### src/rtl/rom_reader_if.sv
// Burst-read bus between a controller, a combinational ROM and the rom_reader block.
interface rom_reader_if #(
  parameter int N = 8
);
  logic         start;
  logic         abort;
  logic         loop;
  logic [N-1:0] base_addr;
  logic [N-1:0] count;
  logic [N-1:0] rom_addr;
  logic [N-1:0] rom_data;
  logic [N-1:0] dout;
  logic         dout_valid;
  logic         dout_ready;
  logic         busy;
  logic         done;

  modport master (
    output start, abort, loop, base_addr, count, rom_data, dout_ready,
    input  rom_addr, dout, dout_valid, busy, done
  );

  modport slave (
    input  start, abort, loop, base_addr, count, rom_data, dout_ready,
    output rom_addr, dout, dout_valid, busy, done
  );
endinterface

### src/rtl/rom_reader.sv
// Streams a burst of ROM words to a valid/ready consumer; rom_addr from the start edge, dout one edge later.
// One word per 2 cycles at best; dout/dout_valid/rom_addr hold while dout_ready is low.
module rom_reader #(
  parameter int N     = 8,
  parameter int DEPTH = 8
) (
  input  logic          clk,
  input  logic          rst_n,
  rom_reader_if.slave   bus
);

  typedef enum logic [1:0] {IDLE, FETCH, HOLD, DONE} state_t;

  localparam logic [N-1:0] DEPTH_N = N'(DEPTH);
  localparam logic [N-1:0] LAST    = N'(DEPTH - 1);
  localparam logic [N-1:0] ONE     = N'(1);

  state_t       state;
  logic [N-1:0] ptr;
  logic [N-1:0] base_q;
  logic [N-1:0] count_q;
  logic [N-1:0] remaining;
  logic         loop_q;
  logic [N-1:0] dout_q;
  logic         dout_valid_q;
  logic         busy_q;
  logic         done_q;

  assign bus.rom_addr   = ptr;
  assign bus.dout       = dout_q;
  assign bus.dout_valid = dout_valid_q;
  assign bus.busy       = busy_q;
  assign bus.done       = done_q;

  always_ff @(posedge clk or negedge rst_n) begin
    if (!rst_n) begin
      state        <= IDLE;
      ptr          <= '0;
      base_q       <= '0;
      count_q      <= '0;
      remaining    <= '0;
      loop_q       <= 1'b0;
      dout_q       <= '0;
      dout_valid_q <= 1'b0;
      busy_q       <= 1'b0;
      done_q       <= 1'b0;
    end else if (state != IDLE && bus.abort) begin
      // Abort beats any handshake in the same cycle and never produces done.
      state        <= IDLE;
      dout_valid_q <= 1'b0;
      busy_q       <= 1'b0;
      done_q       <= 1'b0;
    end else begin
      case (state)
        IDLE: begin
          if (bus.start && !bus.abort) begin
            ptr       <= bus.base_addr % DEPTH_N;
            base_q    <= bus.base_addr % DEPTH_N;
            count_q   <= bus.count;
            remaining <= bus.count;
            loop_q    <= bus.loop;
            busy_q    <= 1'b1;
            if (bus.count == '0) begin
              state  <= DONE;
              done_q <= 1'b1;
            end else begin
              state  <= FETCH;
            end
          end
        end
        FETCH: begin
          dout_q       <= bus.rom_data;
          dout_valid_q <= 1'b1;
          state        <= HOLD;
        end
        HOLD: begin
          if (dout_valid_q && bus.dout_ready) begin
            dout_valid_q <= 1'b0;
            if (remaining > ONE) begin
              ptr       <= (ptr == LAST) ? '0 : ptr + ONE;
              remaining <= remaining - ONE;
              state     <= FETCH;
            end else if (loop_q) begin
              ptr       <= base_q;
              remaining <= count_q;
              state     <= FETCH;
            end else begin
              state  <= DONE;
              done_q <= 1'b1;
            end
          end
        end
        DONE: begin
          state  <= IDLE;
          done_q <= 1'b0;
          busy_q <= 1'b0;
        end
        default: begin
          state        <= IDLE;
          dout_valid_q <= 1'b0;
          busy_q       <= 1'b0;
          done_q       <= 1'b0;
        end
      endcase
    end
  end

endmodule

### src/flat_wrapper.sv
// flat-port wrapper written by rule: the top's interface ports become plain ports
module rom_reader_flat 
#(
  parameter int N     = 8,
  parameter int DEPTH = 8
)
  (clk, rst_n, bus_start, bus_abort, bus_loop, bus_base_addr, bus_count, bus_rom_data, bus_dout_ready, bus_rom_addr, bus_dout, bus_dout_valid, bus_busy, bus_done);
  rom_reader_if #(.N(N)) bus_i ();
  input  logic clk;
  input  logic rst_n;
  input wire logic [$bits(bus_i.start)-1:0] bus_start;
  input wire logic [$bits(bus_i.abort)-1:0] bus_abort;
  input wire logic [$bits(bus_i.loop)-1:0] bus_loop;
  input wire logic [$bits(bus_i.base_addr)-1:0] bus_base_addr;
  input wire logic [$bits(bus_i.count)-1:0] bus_count;
  input wire logic [$bits(bus_i.rom_data)-1:0] bus_rom_data;
  input wire logic [$bits(bus_i.dout_ready)-1:0] bus_dout_ready;
  output wire logic [$bits(bus_i.rom_addr)-1:0] bus_rom_addr;
  output wire logic [$bits(bus_i.dout)-1:0] bus_dout;
  output wire logic [$bits(bus_i.dout_valid)-1:0] bus_dout_valid;
  output wire logic [$bits(bus_i.busy)-1:0] bus_busy;
  output wire logic [$bits(bus_i.done)-1:0] bus_done;
  assign bus_i.start = bus_start;
  assign bus_i.abort = bus_abort;
  assign bus_i.loop = bus_loop;
  assign bus_i.base_addr = bus_base_addr;
  assign bus_i.count = bus_count;
  assign bus_i.rom_data = bus_rom_data;
  assign bus_i.dout_ready = bus_dout_ready;
  assign bus_rom_addr = bus_i.rom_addr;
  assign bus_dout = bus_i.dout;
  assign bus_dout_valid = bus_i.dout_valid;
  assign bus_busy = bus_i.busy;
  assign bus_done = bus_i.done;
  rom_reader #(.N(N), .DEPTH(DEPTH)) u_core (.clk(clk), .rst_n(rst_n), .bus(bus_i));
endmodule
### config.mk
export PLATFORM = sky130hd
export DESIGN_NAME = rom_reader_flat
export DESIGN_NICKNAME = d
export VERILOG_FILES = /design/src/rtl/rom_reader_if.sv /design/src/rtl/rom_reader.sv /design/src/flat_wrapper.sv
export SDC_FILE = /design/constraint.sdc
export NUM_CORES = 1
export LEC_CHECK = 0
export CORE_UTILIZATION = 35
export DETAILED_ROUTE_END_ITERATION = 6
export PLACE_DENSITY = 0.69
export SLEW_MARGIN = 40
export SYNTH_ARGS = -nofsm -noshare
export SYNTH_HDL_FRONTEND = slang
export SYNTH_SLANG_ARGS = --single-unit
### constraint.sdc
create_clock -name clk -period 2.4 [get_ports clk]
set_input_delay 0.36 -clock clk [delete_from_list [all_inputs] [get_ports clk]]
set_output_delay 0.36 -clock clk [all_outputs]
set_load 0.05 [all_outputs]
==> flow_summary.json <==
{
  "status": "complete, no violations",
  "synth_area_per_cell_um2": 10.27,
  "final.fill_count": 556,
  "grt_max_degree": 42,
  "critical_path_arrival_ns": 2.50,
  "seq_area_frac_synth_pct": 46.46,
  "die_y_um": 81.44,
  "hold_ws_ns": 0.03007,
  "place_hpwl_mm": 3.673,
  "synth_seq_cells": 41,
  "drt_wl_total_mm": 5.167,
  "ir_drop_mv": 0.5802,
  "row_count": 28,
  "cts_made_buffers": 5,
  "gp_congestion": 0.8818,
  "setup.worst_path.end_class": "register",
  "synth_compound_area_share_pct": 20.96,
  "fin_area_mm2": 0.002918,
  "grt_pass1_wl_mm": 8.569,
  "clock_skew_ns": 0.005368,
  "grt_pass1_vias": 1913,
  "tightest_slew_ns": 0.5891,
  "slew-limit-headroom_pct": 60.42,
  "cts.sinks": 41,
  "slew_violations": 0,
  "core_area_mm2": 0.005991,
  "insertion_delay_ns": 0.30,
  "fmax_ghz": 0.4322,
  "dpl_cell_area_mm2": 0.002788,
  "overflow": 0,
  "drt_pre_antenna_iters": 4,
  "reg2reg_depth": 6,
  "avgViaCountPerCell": 5.540,
  "crit_buf_inv": 1,
  "gr-usage-met1_pct": 20.35,
  "cp.required_ns": 2.59,
  "holdBufCountCts": 0,
  "antenna_found_initial": 0,
  "crit_type": "reg -> reg",
  "root_buffer": "clkbuf_8",
  "syn2layout_area_growth_pct": 32.12,
  "async_reset_ff_share_pct": 100.0,
  "die_area_mm2": 0.006632,
  "slowest_delay_ns": 0.57,
  "netlist_area_mm2": 0.002208,
  "worstPathCellList": "or4_1 -> or4_4 -> o31a_4 -> buf_4 -> o21ai_0 -> o2bb2ai_1",
  "synthAdderAreaFrac_pct": 1.700,
  "synth_simple_gate_area_share_pct": 14.90,
  "initialDrtViolationCount": 144,
  "yosysWarnings": 0,
  "cts_tree": "yes",
  "final-setup-viol-count": 0,
  "synth_cells": 215,
  "wl_per_cell_um": 14.85,
  "path_clk_slew_ns": 0.08,
  "synth_xor_area_share_pct": 0,
  "h-tree-depth": 2,
  "synth-edff-count": 0,
  "finalPower_mw": 2.373,
  "power.leakage_nw": 1.196,
  "fin_util_pct": 48.71,
  "rsz0062_at_grt": "no",
  "finalCriticalPeriod_ns": 2.314,
  "postRouteAntennaNets": 0,
  "grt.met3_usage_pct": 5.000,
  "io_buffers": 43,
  "io_pins": 49,
  "cp_slowest_cell": "or4_1",
  "antennaDiodeCount": 0,
  "gr-usage-met2_pct": 28.67,
  "setup_tns_ns": 0,
  "power_density_mw_per_mm2": 813.3,
  "fin_cells": 348,
  "drv_cap": 0,
  "dp_cells": 340,
  "r2r_slack_ns": 0.09,
  "hold_viol": 0,
  "hold_path_class": "in -> async",
  "nets": 305,
  "post-route-period-util_pct": 96.40,
  "ys_types": 45,
  "synthMuxAreaShare_pct": 10.14,
  "synth_ff_type": "dfrtp_1",
  "cp_top_family": "simple AND/OR/NAND/NOR gates",
  "grt_usage_pct": 16.98,
  "rr_endpoint": "u_core.remaining[2]$_DFFE_PN0P_",
  "crit_fanout": 10,
  "start_util_pct": 36.86,
  "drc_errors": 0,
  "cp-start-kind": "register",
  "startpoint": "u_core.remaining[3]$_DFFE_PN0P_",
  "cts_buffer_depth": 2,
  "synth_top_family_by_area": "compound AO/OA/AOI/OAI gates",
  "fp.dieW_um": 81.44,
  "vias": 1928,
  "top_usage_layer": "met2",
  "dp_slack_ns": -0.04434,
  "fin_ws_ns": 0.08646,
  "drive_gt1_share_pct": 19.78,
  "r2r-start": "u_core.remaining[3]$_DFFE_PN0P_",
  "synth_nets": 248
}
-- cell families (layout without fill, tap and decap cells) --
logic type,count (synthesis),after routing
and+or+nand+nor,65,65
muxes,20,20
buffers and inverters,21,79
AOI/OAI and AO/OA,65,65
adders and majority gates,3,3
DFF,41,41
-- report_power, final --
| part | switching, mW | internal (mW) | total [mW] |
|---|---|---|---|
| combinational | 0.485 | 0.358 | 0.844 |
| clock | 0.247 | 0.339 | 0.587 |
| sequential | 0.115 | 0.828 | 0.943 |
| total | 0.847 | 1.53 | 2.37 |
-- routing by layer --
| metal | vias up | routed length (um) |
|---|---|---|
| met4 | 0 | 90 |
| met1 | 948 | 2237 |
| met3 | 8 | 326 |
| met2 | 55 | 2513 |
| li1 | 917 | - |
| met5 | - | 0 |
-- worst max-delay path by stage --
| stage | end | slack [ns] | cells past startpoint |
|---|---|---|---|
| after floorplan | u_core.remaining[3]$_DFFE_PN0P_ | -0.10 | 9 |
| after global placement | u_core.remaining[2]$_DFFE_PN0P_ | -0.02 | 6 |
| after detailed placement | u_core.remaining[1]$_DFFE_PN0P_ | -0.04 | 6 |
| after CTS | u_core.remaining[2]$_DFFE_PN0P_ | 0.03 | 6 |
| after global routing | u_core.remaining[2]$_DFFE_PN0P_ | 0.001 | 6 |
| final | u_core.remaining[2]$_DFFE_PN0P_ | 0.09 | 6 |
-- sequential cells by signal (all words and copies together), names as in the netlist --
register / cells
u_core.bus.rom_addr: 8
u_core.count_q: 8
u_core.state: 2
u_core.remaining: 8
u_core.loop_q: 1
u_core.bus.dout: 8
u_core.base_q: 3
u_core.bus.busy: 1
u_core.bus.done: 1
u_core.bus.dout_valid: 1
-- synthesized netlist by cell type, types with 4 or more instances --
| master | instances | area, um^2 |
|---|---|---|
| a211oi_1 | 6 | 45.04 |
| nand2_1 | 13 | 48.80 |
| clkbuf_1 | 5 | 18.77 |
| mux2_2 | 19 | 214.0 |
| dfrtp_1 | 41 | 1026 |
| or4_1 | 5 | 37.54 |
| nor2_1 | 16 | 60.06 |
| o2bb2ai_1 | 4 | 35.03 |
| inv_1 | 8 | 30.03 |
| nor4_1 | 5 | 31.28 |
| nand3_1 | 9 | 45.04 |
| nor3_1 | 4 | 20.02 |
| o21ai_0 | 18 | 90.09 |
| o22ai_1 | 5 | 31.28 |
| a21oi_1 | 6 | 30.03 |
-- placed cells by master, fill, tap and decap left out, drive strengths merged, types with 2 or more instances in the layout --
cell,instances
a2111oi,2
a211oi,6
a21oi,6
a221oi,2
and3,3
buf,21
clkbuf,7
clkdlybuf4s50,42
dfrtp,41
ha,3
inv,8
mux2,19
nand2,13
nand2b,3
nand3,9
nor2,17
nor2b,3
nor3,4
nor3b,3
nor4,5
o211ai,3
o21a,2
o21ai,18
o22ai,5
o2bb2ai,4
o311ai,2
o31a,2
o41ai,3
or4,5
-- layout make-up --
class	instances	area (um^2)	area share [%]
clock inverter	1	30.03	1.029
sequential	41	1026	35.16
multi-input combinational	153	1074	36.79
inverter	8	30.03	1.029
tap	75	93.84	3.216
timing repair buffer	63	578.1	19.81
clock buffer	7	86.33	2.959
-- what timing repair did --
item / CTS / global route
setup buffers: 0 / 0
gates resized for setup: 2 / 2
endpoints found under the setup margin: 8 / 6
hold endpoints to repair: 0 / 0
(Power assumes the default switching activity.)
